**config.mk**
```make
export PLATFORM = sky130hd
export DESIGN_NAME = fifo_ctrl
export DESIGN_NICKNAME = d
export VERILOG_FILES = /design/src/rtl/fifo_pkg.sv /design/src/rtl/fifo_outq.sv /design/src/rtl/fifo_ctrl.sv
export SDC_FILE = /design/constraint.sdc
export NUM_CORES = 1
export LEC_CHECK = 0
export BUFFER_PORTS_ARGS = -buffer_cell sky130_fd_sc_hd__buf_2
export CAP_MARGIN = 20
export CORE_MARGIN = 3
export CORE_UTILIZATION = 50
export DETAILED_ROUTE_END_ITERATION = 8
export GPL_TIMING_DRIVEN = 1
export PLACE_DENSITY = 0.75
export SLEW_MARGIN = 20
export SYNTH_ARGS = -nofsm -noshare
export SYNTH_HDL_FRONTEND = slang
export SYNTH_SLANG_ARGS = --single-unit
```
**constraint.sdc**
```tcl
create_clock -name clk -period 9.8 [get_ports clk]
set_clock_uncertainty 0.1 [all_clocks]
set_input_delay 0.49 -clock clk [delete_from_list [all_inputs] [get_ports clk]]
set_output_delay 0.49 -clock clk [all_outputs]
set_load 0.1 [all_outputs]
```
**src/rtl/fifo_pkg.sv**
```systemverilog
// fifo_pkg: shared constants for the RAM-backed FIFO controller
// with a prefetching output queue.
package fifo_pkg;

   localparam int RD_LATENCY     = 3;
   localparam int OUTQ_DEPTH     = 4;
   localparam int DEF_DATA_WIDTH = 8;
   localparam int DEF_MEM_DEPTH  = 16;

   // count spans RAM words plus every word past the RAM (0..MEM_DEPTH+4)
   function automatic int cnt_width(input int mem_depth);
      return $clog2(mem_depth + OUTQ_DEPTH + 1);
   endfunction

endpackage

```
**src/rtl/fifo_outq.sv**
```systemverilog
// fifo_outq: small circular output queue; head word drives the
// consumer side, push and pop may happen in the same cycle.
module fifo_outq
   import fifo_pkg::*;
#(
   parameter int DATA_WIDTH = DEF_DATA_WIDTH,
   parameter int DEPTH      = OUTQ_DEPTH,
   localparam int PW        = $clog2(DEPTH),
   localparam int LW        = $clog2(DEPTH + 1)
) (
   input  logic                  clk,
   input  logic                  rst,
   input  logic                  i_push,
   input  logic [DATA_WIDTH-1:0] i_data,
   input  logic                  i_pop,
   output logic                  o_valid,
   output logic [DATA_WIDTH-1:0] o_data,
   output logic [LW-1:0]         o_level
);

   logic [DATA_WIDTH-1:0] r_mem [DEPTH];
   logic [PW-1:0]         r_head;
   logic [PW-1:0]         r_tail;
   logic [LW-1:0]         r_level;
   logic                  w_pop;
   logic                  w_push;
   logic                  w_full;

   assign w_full  = (r_level == LW'(DEPTH));
   assign w_pop   = i_pop && (r_level != '0);
   assign w_push  = i_push && (!w_full || w_pop);
   assign o_valid = (r_level != '0);
   assign o_data  = r_mem[r_head];
   assign o_level = r_level;

   always_ff @(posedge clk) begin
      if (!rst) begin
         r_head  <= '0;
         r_tail  <= '0;
         r_level <= '0;
      end else begin
         if (w_push) r_tail <= r_tail + PW'(1);
         if (w_pop)  r_head <= r_head + PW'(1);
         r_level <= r_level + LW'(w_push) - LW'(w_pop);
      end
   end

   always_ff @(posedge clk) begin
      if (w_push) r_mem[r_tail] <= i_data;
   end

endmodule

```
**src/rtl/fifo_ctrl.sv**
```systemverilog
// fifo_ctrl: FIFO controller over an external dual-port RAM with a
// fixed read latency, prefetching into a small output queue.
module fifo_ctrl
   import fifo_pkg::*;
#(
   parameter int DATA_WIDTH  = DEF_DATA_WIDTH,
   parameter int MEM_DEPTH   = DEF_MEM_DEPTH,
   localparam int ADDR_WIDTH = $clog2(MEM_DEPTH),
   localparam int CNT_WIDTH  = cnt_width(MEM_DEPTH)
) (
   input  logic                  clk,
   input  logic                  rst,
   input  logic                  wr_en,
   input  logic [DATA_WIDTH-1:0] wr_data,
   output logic                  full,
   output logic                  wr_overflow,
   output logic                  rd_valid,
   input  logic                  rd_ready,
   output logic [DATA_WIDTH-1:0] rd_data,
   output logic [CNT_WIDTH-1:0]  count,
   output logic                  ram_wena,
   output logic [ADDR_WIDTH-1:0] ram_addra,
   output logic [DATA_WIDTH-1:0] ram_dina,
   output logic                  ram_renb,
   output logic [ADDR_WIDTH-1:0] ram_addrb,
   input  logic [DATA_WIDTH-1:0] ram_doutb,
   input  logic                  ram_dvalb
);

   localparam int LVL_W = ADDR_WIDTH + 1;
   localparam int OQ_LW = $clog2(OUTQ_DEPTH + 1);
   localparam int CR_W  = OQ_LW + 1;
   localparam int FL_W  = $clog2(RD_LATENCY + 1);

   logic [ADDR_WIDTH-1:0] r_wptr;
   logic [ADDR_WIDTH-1:0] r_rptr;
   logic [LVL_W-1:0]      r_level;
   logic [1:0]            r_infl;
   logic [FL_W-1:0]       r_flush;
   logic [OQ_LW-1:0]      w_oq_lvl;
   logic [CR_W-1:0]       w_credit;
   logic                  w_push;
   logic                  w_issue;
   logic                  w_pop;
   logic                  w_ret;

   assign full        = (r_level == LVL_W'(MEM_DEPTH));
   assign w_push      = rst && wr_en && !full;
   assign wr_overflow = rst && wr_en && full;
   assign w_pop       = rd_valid && rd_ready;

   // words already committed past the RAM, after this cycle's pop
   assign w_credit = CR_W'(r_infl) + CR_W'(w_oq_lvl) - CR_W'(w_pop);
   assign w_issue  = rst && (r_level != '0)
                   && (w_credit < CR_W'(OUTQ_DEPTH));
   assign w_ret    = ram_dvalb && (r_flush == '0);

   assign ram_wena  = w_push;
   assign ram_addra = r_wptr;
   assign ram_dina  = wr_data;
   assign ram_renb  = w_issue;
   assign ram_addrb = r_rptr;

   assign count = CNT_WIDTH'(r_level) + CNT_WIDTH'(r_infl)
                + CNT_WIDTH'(w_oq_lvl);

   always_ff @(posedge clk) begin
      if (!rst) begin
         r_wptr  <= '0;
         r_rptr  <= '0;
         r_level <= '0;
         r_infl  <= '0;
         r_flush <= FL_W'(RD_LATENCY);
      end else begin
         if (w_push)  r_wptr <= r_wptr + ADDR_WIDTH'(1);
         if (w_issue) r_rptr <= r_rptr + ADDR_WIDTH'(1);
         r_level <= r_level + LVL_W'(w_push) - LVL_W'(w_issue);
         r_infl  <= r_infl + 2'(w_issue) - 2'(w_ret);
         // returns from reads issued before reset land in this window
         if (r_flush != '0) r_flush <= r_flush - FL_W'(1);
      end
   end

   fifo_outq #(
      .DATA_WIDTH (DATA_WIDTH),
      .DEPTH      (OUTQ_DEPTH)
   ) u_outq (
      .clk     (clk),
      .rst     (rst),
      .i_push  (w_ret),
      .i_data  (ram_doutb),
      .i_pop   (w_pop),
      .o_valid (rd_valid),
      .o_data  (rd_data),
      .o_level (w_oq_lvl)
   );

endmodule
```
==> results of run 1 <==
## sequential cells by signal, summed over array words and instances, names as in the netlist, named ones only
signal / count
r_level: 5
u_outq.r_tail: 2
u_outq.r_mem: 32
r_flush: 2
ram_addrb: 4
r_infl: 2
u_outq.o_level: 3
ram_addra: 4
u_outq.r_head: 2
## critical path, delay by kind of cell, from the launching register on
kind | cells | cell delay [ns]
DFF | 1 | 0.40
buffers and inverters | 2 | 0.11
adders and majority gates | 5 | 1.34
and+or+nand+nor | 6 | 1.46
AOI/OAI and AO/OA | 4 | 0.80
## how the worst min path moves through the flow
stage | endpoint | cells past startpoint
after floorplan | r_flush[0]$_SDFFE_PN1P_ | 2
after global placement | r_flush[0]$_SDFFE_PN1P_ | 2
after detailed placement | r_flush[0]$_SDFFE_PN1P_ | 2
after CTS | u_outq.r_mem[2][4]$_DFFE_PP_ | 1
after global routing | u_outq.r_mem[0][1]$_DFFE_PP_ | 1
final | u_outq.r_mem[2][4]$_DFFE_PP_ | 1
## cell type report
| type | count | area share, % |
|---|---|---|
| Timing Repair Buffer | 38 | 5.99 |
| Tap cell | 70 | 2.76 |
| Multi-Input combinational cell | 120 | 35.1 |
| Clock inverter | 7 | 2.17 |
| Clock buffer | 9 | 3.90 |
| Sequential cell | 58 | 46.6 |
| Inverter | 29 | 3.43 |
## per-stage QoR
step                      hold WS [ns]  util (%)
after detailed placement         0.377      57.0
after global routing             0.271      60.7
after CTS                        0.270      60.7
after global placement           0.374      57.0
final                            0.280      60.7
after floorplan                  0.357         -
## layer usage
layer / track usage, % / vias to the layer above / part of all wire [%]
met3: 4.04 / 10 / 4.9
met1: 19.0 / 741 / 45
met2: 24.3 / 40 / 48
met5: 0 / - / 0
li1: - / 814 / -
met4: 7.60 / 0 / 2.3
## cells in the final DEF (no fill, tap or decap), types with 2 or more instances in the layout
cell type                    synthesis  layout
sky130_fd_sc_hd__clkinvlp_4          0       2
sky130_fd_sc_hd__buf_2               1      38
sky130_fd_sc_hd__fa_1                5       5
sky130_fd_sc_hd__clkinv_2            0       3
sky130_fd_sc_hd__o21ai_0             5       5
sky130_fd_sc_hd__mux4_2              8       8
sky130_fd_sc_hd__nor2_1             17      17
sky130_fd_sc_hd__and2_1             10      10
sky130_fd_sc_hd__clkbuf_8            0       9
sky130_fd_sc_hd__xor2_1              8       8
sky130_fd_sc_hd__or3_1               3       3
sky130_fd_sc_hd__dfxtp_1            26      26
sky130_fd_sc_hd__inv_1              28      28
sky130_fd_sc_hd__xnor2_1            10      10
sky130_fd_sc_hd__ha_1               24      24
sky130_fd_sc_hd__nand3_1             2       2
sky130_fd_sc_hd__a21oi_1             6       6
sky130_fd_sc_hd__a21o_1              2       2
sky130_fd_sc_hd__nand2_1             8       8
sky130_fd_sc_hd__edfxtp_1           32      32
## cells by family after synthesis
kind of cell,share of synthesized area (%)
AOI/OAI and AO/OA,3.60
xor gates and xnor gates,5.67
adders and majority gates,14.4
buffers and inverters,6.65
DFF,53.2
muxes,7.24
and+or+nand+nor,9.22
==> results.tsv, run 1 <==
stage	metric	value	unit
outcome	status	complete, no violations	
clock_network	cts.path.max_buffers	2	
grt	global_route_wire_length_before_repair	7330	um
worst_hold_path	min-delay-path-class	input port to register	
clock_network	clk_latency	0.32	ns
floorplanning	die_width	80.6	um
timing	worst_pin_slew	0.524	ns
critical_path	reg2reg_setup_slack	5.53	ns
placed_design	detailed_place.area	0.00298	mm^2
synth	top_reg_cell_synth	sky130_fd_sc_hd__edfxtp_1	
placed_design	place.gp.congestion	0.740	
grt	grt_overflow_total	0	
critical_path	reg2regPathDepth	17	
floorplanning	number_of_rows_in_the_core_area	26	
synth	synth_nets	269	
critical_path	worst_ep_required_time	9.94	ns
synth	synthArstFlopShare	0	%
critical_path	reg2reg_capture_point	r_level[4]$_SDFF_PN0_	
grt	track_usage	15.2	%
timing	finalCritPeriodShare	43.6	%
synth	number_of_enable_type_register_cells_in_the_synthesized_netlist	32	
critical_path	crit_reg_reg_startpoint	u_outq.o_level[1]$_SDFF_PN0_	
critical_path	timing.critical_path.arrival	4.41	ns
synth	ys_warn_count	0	
clock_network	tritoncts_sinks	58	
timing	max-slew-margin-rel	64.8	%
synth	distinct_cell_type_count_after_synthesis	33	
synth	synth_top_cell_by_area	sky130_fd_sc_hd__edfxtp_1	
timing	setup_repair_after_global_routing_missed_its_margin	no	
drt	post-route-drc-count	0	
drt	post_route_ant_nets	0	
grt	first_global_vias	1586	
clock_network	cts_tree	yes	
drt	avgRoutedWirePerCell	13.6	um
timing	total_neg_setup_slack	0	ns
critical_path	worstSetupEndpointType	register	
cells_and_area	antenna_cells	0	
placed_design	buffer_ports.inserted	38	
clock_network	worst_setup_hold_path_clk_slew	0.07	ns
drt	detailedRoute.firstIterationViolations	63	
cells_and_area	multi_input_comb_area	0.00112	mm^2
run	cap_violations	0	
timing	slew_violations	0	
critical_path	criticalPathCategory	register to register	
synth	post_synth_main_area_contributors	sky130_fd_sc_hd__edfxtp_1, sky130_fd_sc_hd__dfxtp_1, sky130_fd_sc_hd__ha_1, sky130_fd_sc_hd__mux4_2, sky130_fd_sc_hd__inv_1	
synth	syn-cell-area	0.00278	mm^2
floorplanning	placeableCoreArea	0.00524	mm^2
floorplanning	floorplan.die.height	80.6	um
timing	timing.final.hold_violations	0	
clock_network	clock_tree.htree_level_count	3	
cells_and_area	finalInstanceArea	0.00318	mm^2
cells_and_area	nFillCells	405	
critical_path	start_kind	register	
synth	synth.most_common_cell	sky130_fd_sc_hd__edfxtp_1	
cells_and_area	drive_above_1_share	25.7	%
drt	drt_pre_antenna_iters	4	
clock_network	cts_resized	0	
critical_path	cell_with_the_most_instances_on_the_worst_path	sky130_fd_sc_hd__ha_1	
drt	postRouteWirelength	4510	um
synth	ys_top_cells_by_count	sky130_fd_sc_hd__edfxtp_1, sky130_fd_sc_hd__inv_1, sky130_fd_sc_hd__dfxtp_1, sky130_fd_sc_hd__ha_1, sky130_fd_sc_hd__nor2_1	
worst_hold_path	hold_start	ram_doutb[4]	
cells_and_area	seqCellArea	0.00148	mm^2
synth	syn-mean-instance-area	12.7	um^2
critical_path	critical-path-max-stage-delay	0.50	ns
grt	antenna_violations_before_repair	0	
clock_network	cts_buf_count	9	
timing	max_clock_freq	0.234	GHz
drt	route.vias.total	1605	
cells_and_area	area_growth	14.2	%
timing	final_critical_path_setup_slack	5.53	ns
drt	route.detailed.vias_per_inst	4.85	
placed_design	place.detailed.hpwl	3330	um
floorplanning	floorplan.initialDensity	53.1	%
synth	synth_seq_cells	58	
cells_and_area	layout.nets	306	
timing	finalSetupViolations	0	
placed_design	dp_slack	5.53	ns
placed_design	post-place-cells	315	
timing	period_minus_slack	4.27	ns
synth	post_synth_inst_count	219	
clock_network	post_cts_hold_buffer_count	0	
synth	yosysSeqAreaShare	53.2	%
clock_network	postCtsSetupRepairBufs	0	
critical_path	cell_type_of_the_slowest_stage_on_the_worst_timing_path	sky130_fd_sc_hd__or3_2	
critical_path	critPathLaunch	u_outq.o_level[1]$_SDFF_PN0_	
cells_and_area	fin_cells	331	
critical_path	crit_end	r_level[4]$_SDFF_PN0_	
synth	area_share_of_the_leading_cell_type_in_the_synthesized_netlist	34.5	%
grt	grt_max_degree	19	
clock_network	cts_root_buffer	sky130_fd_sc_hd__clkbuf_8	
critical_path	chain_of_cells_forming_the_critical_path	or3_2 -> and2_1 -> ha_1 -> inv_1 -> ha_1 -> and3b_1 -> o211a_1 -> o21ai_2 -> nor2_1 -> ha_1 -> inv_1 -> ha_1 -> fa_1 -> a21oi_1 -> nor2_1 -> or3_1 -> a21oi_1	
critical_path	critical_path.max_fanout	8	
floorplanning	total_die_area	0.00650	mm^2
floorplanning	io_pins	55	
Power of run 1 is left out: the tool's default activity adds up to more than one toggle a clock period on the data nets, which glitch-free logic cannot reach.
==> inputs of run 2 (changes only) <==
==> constraint.sdc (replaced) <==
create_clock -name clk -period 4.4 [get_ports clk]
set_clock_uncertainty 0.1 [all_clocks]
set_input_delay 0.22 -clock clk [delete_from_list [all_inputs] [get_ports clk]]
set_output_delay 0.22 -clock clk [all_outputs]
set_load 0.1 [all_outputs]
==> results.tsv, run 2 (synthesis results as in run 1) <==
stage	metric	value	unit	change
floorplanning	floorplan.die.height	80.6	um	unchanged
clock_network	cts.path.max_buffers	2		unchanged
floorplanning	number_of_rows_in_the_core_area	26		unchanged
floorplanning	io_pins	55		unchanged
critical_path	critical-path-top-delay-family	adder cells		was simple AND/OR/NAND/NOR gates
clock_network	cts_root_buffer	sky130_fd_sc_hd__clkbuf_8		unchanged
critical_path	critical-path-max-stage-delay	0.41	ns	was 0.50 ns
cells_and_area	layout.core_utilization	61.2	%	was 60.7%
outcome	status	complete, no violations		unchanged
clock_network	worst_setup_hold_path_clk_slew	0.06	ns	was 0.07 ns
clock_network	cts_resized	0		unchanged
critical_path	chain_of_cells_forming_the_critical_path	or3_4 -> and2_4 -> ha_1 -> inv_1 -> ha_1 -> and3b_1 -> o211a_1 -> o21ai_2 -> nor2_4 -> ha_1 -> inv_1 -> ha_1 -> fa_1 -> a21oi_1 -> nor2_1 -> or3_1 -> a21oi_1		was or3_2 -> and2_1 -> ha_1 -> inv_1 -> ha_1 -> and3b_1 -> o211a_1 -> o21ai_2 -> nor2_1 -> ha_1 -> inv_1 -> ha_1 -> fa_1 -> a21oi_1 -> nor2_1 -> or3_1 -> a21oi_1
drt	route.vias.total	1637		was 1605
critical_path	timing.critical_path.arrival	4.28	ns	was 4.41 ns
cells_and_area	seqCellArea	0.00148	mm^2	unchanged
grt	first_global_vias	1679		was 1586
timing	max_clock_freq	0.242	GHz	was 0.234 GHz
grt	grt_max_degree	19		unchanged
timing	finalCritPeriodShare	93.9	%	was 43.6%
placed_design	place.detailed.hpwl	3360	um	was 3330 um
timing	worst_pin_slew	0.547	ns	was 0.524 ns
critical_path	start_kind	register		unchanged
cells_and_area	nFillCells	415		was 405
cells_and_area	largestRegisters	u_outq.r_mem x32, r_level x5		unchanged
cells_and_area	commonest_cells_after_routing_fill_and_taps_aside	sky130_fd_sc_hd__buf_2, sky130_fd_sc_hd__edfxtp_1, sky130_fd_sc_hd__inv_1		unchanged
timing	finalSetupViolations	0		unchanged
timing	total_neg_setup_slack	0	ns	unchanged
clock_network	cts_buf_count	9		unchanged
placed_design	buffer_ports.inserted	38		unchanged
critical_path	crit_buf_inv	2		unchanged
critical_path	criticalPathCategory	register to register		unchanged
drt	post_route_ant_nets	0		unchanged
cells_and_area	registers.top_by_ff_count	u_outq.r_mem		unchanged
critical_path	cell_with_the_most_instances_on_the_worst_path	sky130_fd_sc_hd__ha_1		unchanged
floorplanning	placeableCoreArea	0.00524	mm^2	unchanged
clock_network	tritoncts_sinks	58		unchanged
cells_and_area	antenna_cells	0		unchanged
timing	slew_violations	0		unchanged
drt	drt_pre_antenna_iters	4		unchanged
critical_path	critical_path.max_fanout	8		unchanged
critical_path	cell_type_of_the_slowest_stage_on_the_worst_timing_path	sky130_fd_sc_hd__or3_4		was sky130_fd_sc_hd__or3_2
clock_network	cts_tree	yes		unchanged
critical_path	worstSetupEndpointType	register		unchanged
worst_hold_path	min-delay-path-class	input port to register		unchanged
cells_and_area	multi_input_comb_area	0.00113	mm^2	was 0.00112 mm^2
cells_and_area	layout.nets	311		was 306
grt	antenna_violations_before_repair	0		unchanged
drt	post-route-drc-count	0		unchanged
drt	avgRoutedWirePerCell	13.6	um	about the same
grt	global_route_wire_length_before_repair	7850	um	was 7330 um
timing	period_minus_slack	4.13	ns	was 4.27 ns
drt	postRouteWirelength	4590	um	was 4510 um
clock_network	clk_latency	0.33	ns	was 0.32 ns
floorplanning	die_width	80.6	um	unchanged
grt	track_usage	16.5	%	was 15.2%
drt	detailedRoute.firstIterationViolations	44		was 63
timing	max-slew-margin-rel	63.3	%	was 64.8%
floorplanning	floorplan.initialDensity	53.1	%	unchanged
timing	setup_repair_after_global_routing_missed_its_margin	no		unchanged
grt	grt_overflow_total	0		unchanged
timing	timing.final.hold_violations	0		unchanged
clock_network	clock_tree.htree_level_count	3		unchanged
cells_and_area	area_growth	15.2	%	was 14.2%
placed_design	place.gp.congestion	0.752		was 0.740
cells_and_area	largest_register_ff_count	32		unchanged
cells_and_area	drive_above_1_share	24.4	%	was 25.7%
critical_path	worst_ep_required_time	4.54	ns	was 9.94 ns
run	cap_violations	0		unchanged
drt	route.detailed.vias_per_inst	4.87		was 4.85
cells_and_area	most_frequent_standard_cell_in_the_layout_excluding_fill_and_tap_cells	sky130_fd_sc_hd__buf_2		unchanged
floorplanning	total_die_area	0.00650	mm^2	unchanged
-- run 2: stage by stage --
step	hold slack, ns	cells	area (um^2)	setup WS, ns
6_report	0.0223	336	3200	0.267
5_1_grt	0.00336	336	3200	0.0325
4_1_cts	0.00223	336	3200	0.243
3_5_place_dp	0.341	315	3000	0.276
3_3_place_gp	0.340	315	3000	0.395
2_1_floorplan	0.219	219	2800	0.0178
-- run 2: repair_timing --
item                                    CTS  global route
hold endpoints to repair                 18             0
buffers inserted                          0             0
hold buffers                              5             0
endpoints found under the setup margin    0             0
-- run 2: layout make-up --
cell class | count | share of cell area, %
Multi-Input combinational cell | 120 | 35.3
Inverter | 29 | 3.40
Clock inverter | 4 | 0.664
Sequential cell | 58 | 46.2
Timing Repair Buffer | 43 | 7.50
Tap cell | 70 | 2.73
Clock buffer | 12 | 4.22
-- run 2: per-layer routing --
metal	part of all wire, %	vias up	track usage (%)	wire length, um
met5	0	-	0	0
met1	46	763	19.7	2090
met2	47	45	26.4	2140
met3	6.0	5	6.61	276
met4	1.7	0	6.93	78
li1	-	824	-	-
-- run 2: final timing paths --
| check | from | to | slack [ns] | depth (start not counted) |
|---|---|---|---|---|
| setup / recovery | u_outq.o_level[1]$_SDFF_PN0_ | r_level[4]$_SDFF_PN0_ | 0.27 | 17 |
| hold / removal | ram_doutb[7] | u_outq.r_mem[3][7]$_DFFE_PP_ | 0.02 | 1 |
| setup reg to reg | u_outq.o_level[1]$_SDFF_PN0_ | r_level[4]$_SDFF_PN0_ | 0.27 | 17 |
| hold reg to reg | ram_addrb[3]$_SDFFE_PN0P_ | ram_addrb[3]$_SDFFE_PN0P_ | 0.39 | 2 |
Power of run 2 is left out for the same reason.
==> inputs of run 3 (changes only) <==
==> constraint.sdc (replaced) <==
create_clock -name clk -period 4.27 [get_ports clk]
set_clock_uncertainty 0.1 [all_clocks]
set_input_delay 0.2135 -clock clk [delete_from_list [all_inputs] [get_ports clk]]
set_output_delay 0.2135 -clock clk [all_outputs]
set_load 0.1 [all_outputs]
==> results.tsv, run 3 (synthesis results as in run 1) <==
stage	metric	value	unit	change
timing	slew_violations	0		unchanged
placed_design	buffer_ports.inserted	38		unchanged
critical_path	start_kind	register		unchanged
drt	avgRoutedWirePerCell	13.4	um	was 13.6 um
timing	max_clock_freq	0.261	GHz	was 0.242 GHz
cells_and_area	largestRegisters	u_outq.r_mem x32, r_level x5		unchanged
drt	routed-wl-met3	235	um	was 276 um
clock_network	tritoncts_sinks	58		unchanged
cells_and_area	multi_input_comb_area	0.00116	mm^2	was 0.00113 mm^2
floorplanning	floorplan.die.height	80.6	um	unchanged
drt	top_layer_used	met4		unchanged
grt	grt_max_degree	19		unchanged
drt	post-route-drc-count	0		unchanged
clock_network	clk_latency	0.33	ns	about the same
timing	timing.final.hold_violations	0		unchanged
cells_and_area	most_frequent_standard_cell_in_the_layout_excluding_fill_and_tap_cells	sky130_fd_sc_hd__buf_2		unchanged
drt	postRouteWirelength	4530	um	was 4590 um
cells_and_area	nFillCells	403		was 415
cells_and_area	antenna_cells	0		unchanged
cells_and_area	seqCellArea	0.00149	mm^2	was 0.00148 mm^2
grt	first_global_vias	1640		was 1679
clock_network	cts_resized	0		unchanged
critical_path	reg2reg_capture_point	r_level[4]$_SDFF_PN0_		unchanged
worst_hold_path	hold_path_depth	1		unchanged
critical_path	critical-path-max-stage-delay	0.39	ns	was 0.41 ns
floorplanning	total_die_area	0.00650	mm^2	unchanged
critical_path	timing.critical_path.arrival	3.99	ns	was 4.28 ns
worst_hold_path	hold_start	ram_doutb[4]		was ram_doutb[7]
clock_network	cts.path.max_buffers	2		unchanged
cells_and_area	registers.top_by_ff_count	u_outq.r_mem		unchanged
drt	routed-wl-met2	2070	um	was 2140 um
critical_path	crit_reg_reg_startpoint	u_outq.o_level[1]$_SDFF_PN0_		unchanged
clock_network	worst_setup_hold_path_clk_slew	0.07	ns	was 0.06 ns
drt	post_route_ant_nets	0		unchanged
clock_network	clock_tree.htree_level_count	3		unchanged
drt	route.detailed.vias_per_inst	4.90		was 4.87
floorplanning	die_width	80.6	um	unchanged
placed_design	place.gp.congestion	0.784		was 0.752
drt	drt_pre_antenna_iters	4		unchanged
timing	total_neg_setup_slack	0	ns	unchanged
run	cap_violations	0		unchanged
critical_path	cell_with_the_most_instances_on_the_worst_path	sky130_fd_sc_hd__ha_1		unchanged
grt	antenna_violations_before_repair	0		unchanged
clock_network	cts_root_buffer	sky130_fd_sc_hd__clkbuf_8		unchanged
timing	period_minus_slack	3.84	ns	was 4.13 ns
cells_and_area	layout.nets	313		was 311
grt	track_usage	15.6	%	was 16.5%
critical_path	critical-path-top-delay-family	adder cells		unchanged
critical_path	reg2reg_setup_slack	0.43	ns	was 0.27 ns
clock_network	postCtsSetupRepairBufs	0		unchanged
cells_and_area	area_growth	18.0	%	was 15.2%
placed_design	place.detailed.hpwl	3330	um	was 3360 um
timing	finalSetupViolations	0		unchanged
cells_and_area	drive_above_1_share	26.5	%	was 24.4%
critical_path	cell_type_of_the_slowest_stage_on_the_worst_timing_path	sky130_fd_sc_hd__fa_2		was sky130_fd_sc_hd__or3_4
floorplanning	floorplan.initialDensity	53.1	%	unchanged
cells_and_area	largest_register_ff_count	32		unchanged
critical_path	worst_ep_required_time	4.42	ns	was 4.54 ns
worst_hold_path	timing.hold.worst_endpoint	u_outq.r_mem[2][4]$_DFFE_PP_		was u_outq.r_mem[3][7]$_DFFE_PP_
critical_path	crit_buf_inv	2		unchanged
critical_path	worstSetupEndpointType	register		unchanged
outcome	status	complete, no violations		unchanged
critical_path	criticalPathCategory	register to register		unchanged
worst_hold_path	min-delay-path-class	input port to register		unchanged
drt	detailedRoute.firstIterationViolations	37		was 44
drt	m1WireLength	2130	um	was 2090 um
clock_network	cts_tree	yes		unchanged
floorplanning	io_pins	55		unchanged
grt	global_route_wire_length_before_repair	7400	um	was 7850 um
clock_network	post_cts_hold_buffer_count	6		was 5
timing	worst_pin_slew	0.557	ns	was 0.547 ns
timing	setup_repair_after_global_routing_missed_its_margin	no		unchanged
cells_and_area	commonest_cells_after_routing_fill_and_taps_aside	sky130_fd_sc_hd__buf_2, sky130_fd_sc_hd__edfxtp_1, sky130_fd_sc_hd__inv_1		unchanged
critical_path	chain_of_cells_forming_the_critical_path	or3_4 -> and2_4 -> ha_4 -> inv_1 -> ha_1 -> and3b_2 -> o211a_1 -> o21ai_4 -> nor2_4 -> ha_1 -> inv_1 -> ha_1 -> fa_2 -> a21oi_2 -> nor2_1 -> or3_1 -> a21oi_1		was or3_4 -> and2_4 -> ha_1 -> inv_1 -> ha_1 -> and3b_1 -> o211a_1 -> o21ai_2 -> nor2_4 -> ha_1 -> inv_1 -> ha_1 -> fa_1 -> a21oi_1 -> nor2_1 -> or3_1 -> a21oi_1
grt	grt_overflow_total	0		unchanged
critical_path	reg2regPathDepth	17		unchanged
floorplanning	number_of_rows_in_the_core_area	26		unchanged
clock_network	cts_buf_count	9		unchanged
floorplanning	placeableCoreArea	0.00524	mm^2	unchanged
timing	max-slew-margin-rel	62.7	%	was 63.3%
critical_path	critical_path.max_fanout	8		unchanged
timing	finalCritPeriodShare	89.9	%	was 93.9%
drt	route.vias.total	1655		was 1637
run 3: how the worst max path moves through the flow:
stage,end,depth (start not counted),slack [ns],from
after floorplan,r_level[4]$_SDFF_PN0_,17,0.004,u_outq.o_level[1]$_SDFF_PN0_
after global placement,r_level[4]$_SDFF_PN0_,17,0.48,u_outq.o_level[1]$_SDFF_PN0_
after detailed placement,r_level[4]$_SDFF_PN0_,17,0.41,u_outq.o_level[1]$_SDFF_PN0_
after CTS,r_level[4]$_SDFF_PN0_,17,0.40,u_outq.o_level[1]$_SDFF_PN0_
after global routing,r_level[4]$_SDFF_PN0_,17,0.20,u_outq.o_level[1]$_SDFF_PN0_
final,r_level[4]$_SDFF_PN0_,17,0.43,u_outq.o_level[1]$_SDFF_PN0_
run 3: per-layer routing:
metal | global-route usage [%] | vias up
met5 | 0 | -
met4 | 8.61 | 0
met3 | 3.92 | 10
met2 | 24.3 | 40
met1 | 19.7 | 770
li1 | - | 835
run 3: layout make-up:
cell class                      count  area share, %
Tap cell                           70           2.67
Sequential cell                    58           45.2
Clock buffer                       10           3.89
Clock inverter                      6           1.75
Multi-Input combinational cell    120           35.2
Timing Repair Buffer               45           7.92
Inverter                           29           3.31
run 3: stage by stage:
step	utilization, %	worst slack (ns)	area (um^2)	cells	hold WS (ns)
after global placement	57.8	0.478	3030	315	0.328
after floorplan	-	0.00366	2830	219	0.212
after CTS	62.5	0.404	3270	337	0.00518
after global routing	62.7	0.196	3280	338	0.00877
after detailed placement	57.8	0.408	3030	315	0.328
final	62.7	0.433	3280	338	0.0165
Power of run 3 is left out for the same reason.
